--- config.mk ---
export PLATFORM = sky130hd
export DESIGN_NAME = pit_spi_loader
export DESIGN_NICKNAME = d
export VERILOG_FILES = /design/src/rtl/pit_spi_loader.sv
export SDC_FILE = /design/constraint.sdc
export NUM_CORES = 1
export LEC_CHECK = 0
export CORE_AREA = 2 2 66 68
export DETAILED_ROUTE_END_ITERATION = 7
export DIE_AREA = 0 0 68 70
export DONT_BUFFER_PORTS = 1
export GPL_TIMING_DRIVEN = 0
export MAX_ROUTING_LAYER = met4
export PLACE_DENSITY = 0.72
export SLEW_MARGIN = 20
export SYNTH_ARGS = -nofsm -noshare
export SYNTH_HDL_FRONTEND = slang
export SYNTH_SLANG_ARGS = --single-unit
--- constraint.sdc ---
create_clock -name clk -period 1.85 [get_ports clk]
set_input_delay 0.2775 -clock clk [delete_from_list [all_inputs] [get_ports clk]]
set_output_delay 0.2775 -clock clk [all_outputs]
set_load 0.02 [all_outputs]
--- src/rtl/pit_spi_loader.sv ---
// pit_spi_loader: SPI mode-0 slave that loads timer registers.
// A frame is a command byte followed by a data byte. Command bit7 = W
// (1 = write), bits 1:0 = register address. Write frames produce a
// single-cycle wr_en strobe. Read frames shift out a status snapshot on
// MISO during the command byte.
//
// Parameters:
//   SYNC_STAGES  synchronizer depth on spi_sck/spi_cs_n/spi_mosi (2..4)
// Ports:
//   clk, rst_n   system clock, async active-low reset
//   spi_sck      SPI clock (mode 0, async to clk)
//   spi_cs_n     active-low frame select (async to clk)
//   spi_mosi     serial data in, MSB first
//   spi_miso     serial data out, MSB first
//   status_in    timer status byte returned on the command byte
//   wr_en        one-cycle register write strobe
//   wr_addr      register address (held until the next write)
//   wr_data      register data (held until the next write)
//   frame_err    one-cycle pulse when a frame is aborted
module pit_spi_loader #(
    parameter int unsigned SYNC_STAGES = 2
) (
    input  logic       clk,
    input  logic       rst_n,
    input  logic       spi_sck,
    input  logic       spi_cs_n,
    input  logic       spi_mosi,
    output logic       spi_miso,
    input  logic [7:0] status_in,
    output logic       wr_en,
    output logic [1:0] wr_addr,
    output logic [7:0] wr_data,
    output logic       frame_err
);

    localparam int unsigned SYNC_W = SYNC_STAGES;
    localparam int unsigned CNT_W  = 4;

    typedef enum logic [1:0] {
        IDLE = 2'd0,
        CMD  = 2'd1,
        DATA = 2'd2,
        DONE = 2'd3
    } state_t;

    logic [SYNC_W-1:0] sck_sync;
    logic [SYNC_W-1:0] cs_sync;
    logic [SYNC_W-1:0] mosi_sync;
    logic [SYNC_W-1:0] cs_vld;
    logic              armed;

    state_t            state;
    logic [CNT_W-1:0]  bit_cnt;
    logic [7:0]        shift_sr;
    logic [7:0]        miso_sr;
    logic              cmd_w;
    logic [1:0]        cmd_addr;

    logic              sck_rise_c;
    logic              sck_fall_c;
    logic              cs_fall_c;
    logic              cs_rise_c;
    logic              mosi_bit_c;
    logic [7:0]        shift_next_c;

    // Input synchronizers; cs_n presets high so reset never looks like a frame start.
    always_ff @(posedge clk or negedge rst_n) begin
        if (!rst_n) begin
            sck_sync  <= '0;
            cs_sync   <= '1;
            mosi_sync <= '0;
            cs_vld    <= '0;
        end else begin
            sck_sync  <= {sck_sync[SYNC_W-2:0], spi_sck};
            cs_sync   <= {cs_sync[SYNC_W-2:0], spi_cs_n};
            mosi_sync <= {mosi_sync[SYNC_W-2:0], spi_mosi};
            cs_vld    <= {cs_vld[SYNC_W-2:0], 1'b1};
        end
    end

    // Armed only once a genuine high level of cs_n has propagated through the
    // synchronizer after reset; a frame needs a fresh high-to-low transition.
    always_ff @(posedge clk or negedge rst_n) begin
        if (!rst_n) begin
            armed <= 1'b0;
        end else if (cs_vld[SYNC_W-1] && cs_sync[SYNC_W-1]) begin
            armed <= 1'b1;
        end
    end

    // Edge detects from the last two synchronizer stages.
    assign sck_rise_c   =  sck_sync[SYNC_W-2] & ~sck_sync[SYNC_W-1];
    assign sck_fall_c   = ~sck_sync[SYNC_W-2] &  sck_sync[SYNC_W-1];
    assign cs_fall_c    = ~cs_sync[SYNC_W-2]  &  cs_sync[SYNC_W-1] & armed;
    assign cs_rise_c    =  cs_sync[SYNC_W-2]  & ~cs_sync[SYNC_W-1];
    assign mosi_bit_c   =  mosi_sync[SYNC_W-1];
    assign shift_next_c = {shift_sr[6:0], mosi_bit_c};

    // Frame FSM with registered outputs.
    always_ff @(posedge clk or negedge rst_n) begin
        if (!rst_n) begin
            state     <= IDLE;
            bit_cnt   <= '0;
            shift_sr  <= '0;
            miso_sr   <= '0;
            cmd_w     <= 1'b0;
            cmd_addr  <= '0;
            spi_miso  <= 1'b0;
            wr_en     <= 1'b0;
            wr_addr   <= '0;
            wr_data   <= '0;
            frame_err <= 1'b0;
        end else begin
            wr_en     <= 1'b0;
            frame_err <= 1'b0;
            case (state)
                IDLE: begin
                    spi_miso <= 1'b0;
                    if (cs_fall_c) begin
                        state    <= CMD;
                        bit_cnt  <= '0;
                        shift_sr <= '0;
                        miso_sr  <= status_in;
                        spi_miso <= status_in[7];
                    end
                end
                CMD: begin
                    if (cs_rise_c) begin
                        state     <= IDLE;
                        frame_err <= 1'b1;
                        spi_miso  <= 1'b0;
                    end else if (sck_rise_c) begin
                        shift_sr <= shift_next_c;
                        bit_cnt  <= bit_cnt + CNT_W'(1);
                        if (bit_cnt == CNT_W'(7)) begin
                            cmd_w    <= shift_next_c[7];
                            cmd_addr <= shift_next_c[1:0];
                            state    <= DATA;
                            spi_miso <= 1'b0;
                        end
                    end else if (sck_fall_c) begin
                        miso_sr  <= {miso_sr[6:0], 1'b0};
                        spi_miso <= miso_sr[6];
                    end
                end
                DATA: begin
                    // The last bit wins over a simultaneous cs_n rise.
                    if (sck_rise_c && (bit_cnt == CNT_W'(15))) begin
                        state    <= DONE;
                        shift_sr <= shift_next_c;
                        if (cmd_w) begin
                            wr_en   <= 1'b1;
                            wr_addr <= cmd_addr;
                            wr_data <= shift_next_c;
                        end
                    end else if (cs_rise_c) begin
                        state     <= IDLE;
                        frame_err <= 1'b1;
                    end else if (sck_rise_c) begin
                        shift_sr <= shift_next_c;
                        bit_cnt  <= bit_cnt + CNT_W'(1);
                    end
                end
                DONE: begin
                    // Further sck activity is ignored; counter stays at 15.
                    spi_miso <= 1'b0;
                    if (cs_rise_c) begin
                        state <= IDLE;
                    end
                end
                default: begin
                    state <= IDLE;
                end
            endcase
        end
    end

endmodule

==> run metrics <==
pwr dens=1329 mW/mm²; Die Wd=68 µm; post-synth cell types=47; Pleak=1.168 nW; share of the synthesized area in the top cell type=0.4965; CTS tree=done; first-pass GRT wire length=6.520 mm; detailed placement HPWL=2.770 mm; syn nets=182; Initial DRC Count=120; layout net count=196; CP arrival=2010 ps; Synth area leaders=dfrtp_1 (50%), mux2_2 (8.8%), mux2_4 (6.2%); met3 usage=0.05475; Routed WL per cell=17.58 µm; crit path kind=reg2reg; reg2reg end=miso_sr[6]$_DFFE_PN0P_; sequential area share after synthesis=0.5208; FF/Latch Area=0.001129 mm²; slowest CP cell=dfrtp_1; worst r2r src=state[0]$_DFFE_PN0P_; max cap viols=0; crit end category=flop; max-slew violations=0; initial antenna violation count=0; time the worst path needs with I/O delays and setup=1811 ps; f_max=552.1 MHz; count leader, synth=dfrtp_1; GR Util met1=0.2170; clk root buf=clkbuf_8; final worst slack=38.89 ps; Synth Warn #=0; fin crit share=0.9790; vias in the first global route=1381; VDD IR-drop max=0.6926 mV; buffer depth of the longest clock path=2; min-delay src=status_in[3]; Post-synth EDFFs=0; clock latency on the worst-skew pair=310 ps; worst r2r path cells=6; vias per inst=5.872; startpoint types=flop; WP buf/inv=2; fraction of layout cells with a size suffix above 1=0.3429; worst hold path class=in2reg; hold endpoint=miso_sr[3]$_DFFE_PN0P_; CTS clk-pin slew, worst paths=90 ps; worst hold slack=244.2 ps; DRC=0; area grow syn2layout=13.86%; CP peak stage delay=420 ps; Setup Skew=11.07 ps; Post-Syn Area=0.002167 mm²; Die Height=70 µm; worst-path cell chain=ha_1 > buf_6 > or2b_1 > a22oi_4 > buf_12 > mux2_2; Antenna Cells=0; Global Route Usage Sum=0.1892; row cnt=24; Reg2Reg Setup Slack=40 ps; Detail Route Antenna Nets=0; Ports=26; outcome=complete, no violations; Inserted Clock Buffers=5; port bufs=0; # setup viols final=0; setup_tns=0 ps; Post-synth top cells=dfrtp_1 (43), mux2_2 (17), ha_1 (9), mux2_4 (9), inv_1 (8); largest net degree at the start of global routing=46; Core Area=0.004144 mm²; top_reg_cell synth=dfrtp_1; CP Max Fanout=8; global routing met2 resource utilization=0.3139; Placer Congestion=0.7975; gr ovfl total=0; mean area per synthesized cell=13.54 µm²; Fin. Hold Viols=0; Die ar.=0.004760 mm²; gr busiest metal=met2; cell family with most CP delay=flip-flops; H-Tree Depth=2; drt pass-1 iters=4; DR vias=1333; Post-Place Cells=212; final instance area=0.002467 mm²; Synth Register Bits=45; Filler Cell Count=328; Mapped Cells=160; hold depth=2; WL final=3.991 mm; leading area contributor after synthesis=dfrtp_1; CP Data Required Time=2050 ps; pre-CTS setup slack=-156.4 ps; clock net sink count=45; Multi-input gate area=0.001002 mm²; asr flop ratio synth=1.000; Starting Density=0.5229; Placed Instance Area=0.002232 mm²; fin cells=227
-- registers in the layout (all words and copies together) (netlist names), 4 cells and up --
signal    flops
shift_sr      7
bit_cnt       4
wr_data       8
miso_sr       7
-- layer usage --
| layer | vias up | routed length [µm] |
|---|---|---|
| li1 | 608 | - |
| met1 | 680 | 1664 |
| met2 | 39 | 2114 |
| met3 | 6 | 151 |
| met4 | 0 | 60 |
| met5 | - | 0 |
-- worst max path at each step --
| stage | startpoint | end | slack [ps] | cells after the start |
|---|---|---|---|---|
| finish | state[0]$_DFFE_PN0P_ | miso_sr[6]$_DFFE_PN0P_ | 40 | 6 |
| CTS | state[1]$_DFFE_PN0P_ | miso_sr[4]$_DFFE_PN0P_ | -10 | 6 |
| global route | state[0]$_DFFE_PN0P_ | miso_sr[6]$_DFFE_PN0P_ | -30 | 6 |
| floorplan | state[0]$_DFFE_PN0P_ | miso_sr[0]$_DFFE_PN0P_ | 40 | 5 |
| detailed placement | state[0]$_DFFE_PN0P_ | miso_sr[4]$_DFFE_PN0P_ | -160 | 5 |
| global placement | state[0]$_DFFE_PN0P_ | miso_sr[2]$_DFFE_PN0P_ | -70 | 5 |
-- cells by family after synthesis --
group / count (synthesis) / share of synthesized area
compound gates: 32 / 0.1334
fa+ha+maj: 9 / 0.05196
buf+inv: 14 / 0.03233
flops: 45 / 0.5208
mux: 26 / 0.1507
other cells: 1 / 0.001730
simple gates: 33 / 0.1091
-- worst register-to-register path, stage by stage, from the launching register on --
cell and delay [ps]:
dfrtp_1 420, ha_1 220, buf_6 140, or2b_1 250
a22oi_4 190, buf_12 150, mux2_2 330
-- report_power, final --
part           leakage (nW)  internal (W)  switching, W  total, W
combinational         0.539      0.000709      0.000695   0.00140
sequential            0.584       0.00113      0.000108   0.00124
clock                0.0452      0.000275      0.000358  0.000633
-- cell usage in the layout, fill, tap and decap left out, drive strengths merged, types with 2 or more instances in the layout --
cell type and instances:
a21oi 5, a22o 7, and2 2, buf 9
clkbuf 5, dfrtp 43, dfstp 2, dlygate4sd3 4
ha 9, inv 10, mux2 26, nand2 4
nand2b 2, nand3 5, nand3b 2, nand4b 2
nor2 4, nor2b 2, nor3 2, o211a 2
o21ai 4, o22ai 2, o311ai 2, o31ai 2
or2b 2
-- per-stage QoR --
stage | total power [W] | util
after global routing | 0.003494 | 0.5954
after global placement | 0.002305 | 0.5386
after detailed placement | 0.002380 | 0.5386
final | 0.003278 | 0.5954
after CTS | 0.003126 | 0.5821
after floorplan | 0.002153 | -
-- area by class of cell --
cell class,count,area share
flip-flops and latches,45,0.4574
multi-input cells,101,0.4062
repair buffers,8,0.04158
clock buffers,5,0.02789
well taps,52,0.02637
plain buffers,5,0.01826
inverters,8,0.01217
clock inverters,3,0.01014
-- timing repair --
action / CTS / global route
buffers inserted: 1 / 2
hold endpoints to repair: 48 / 0
pin swaps: 1 / 2
cloned: 0 / 0
endpoints found under the setup margin: 14 / 20
resized for setup: 4 / 9
hold buffers: 5 / 0
Power figures use the tool's default switching activity.
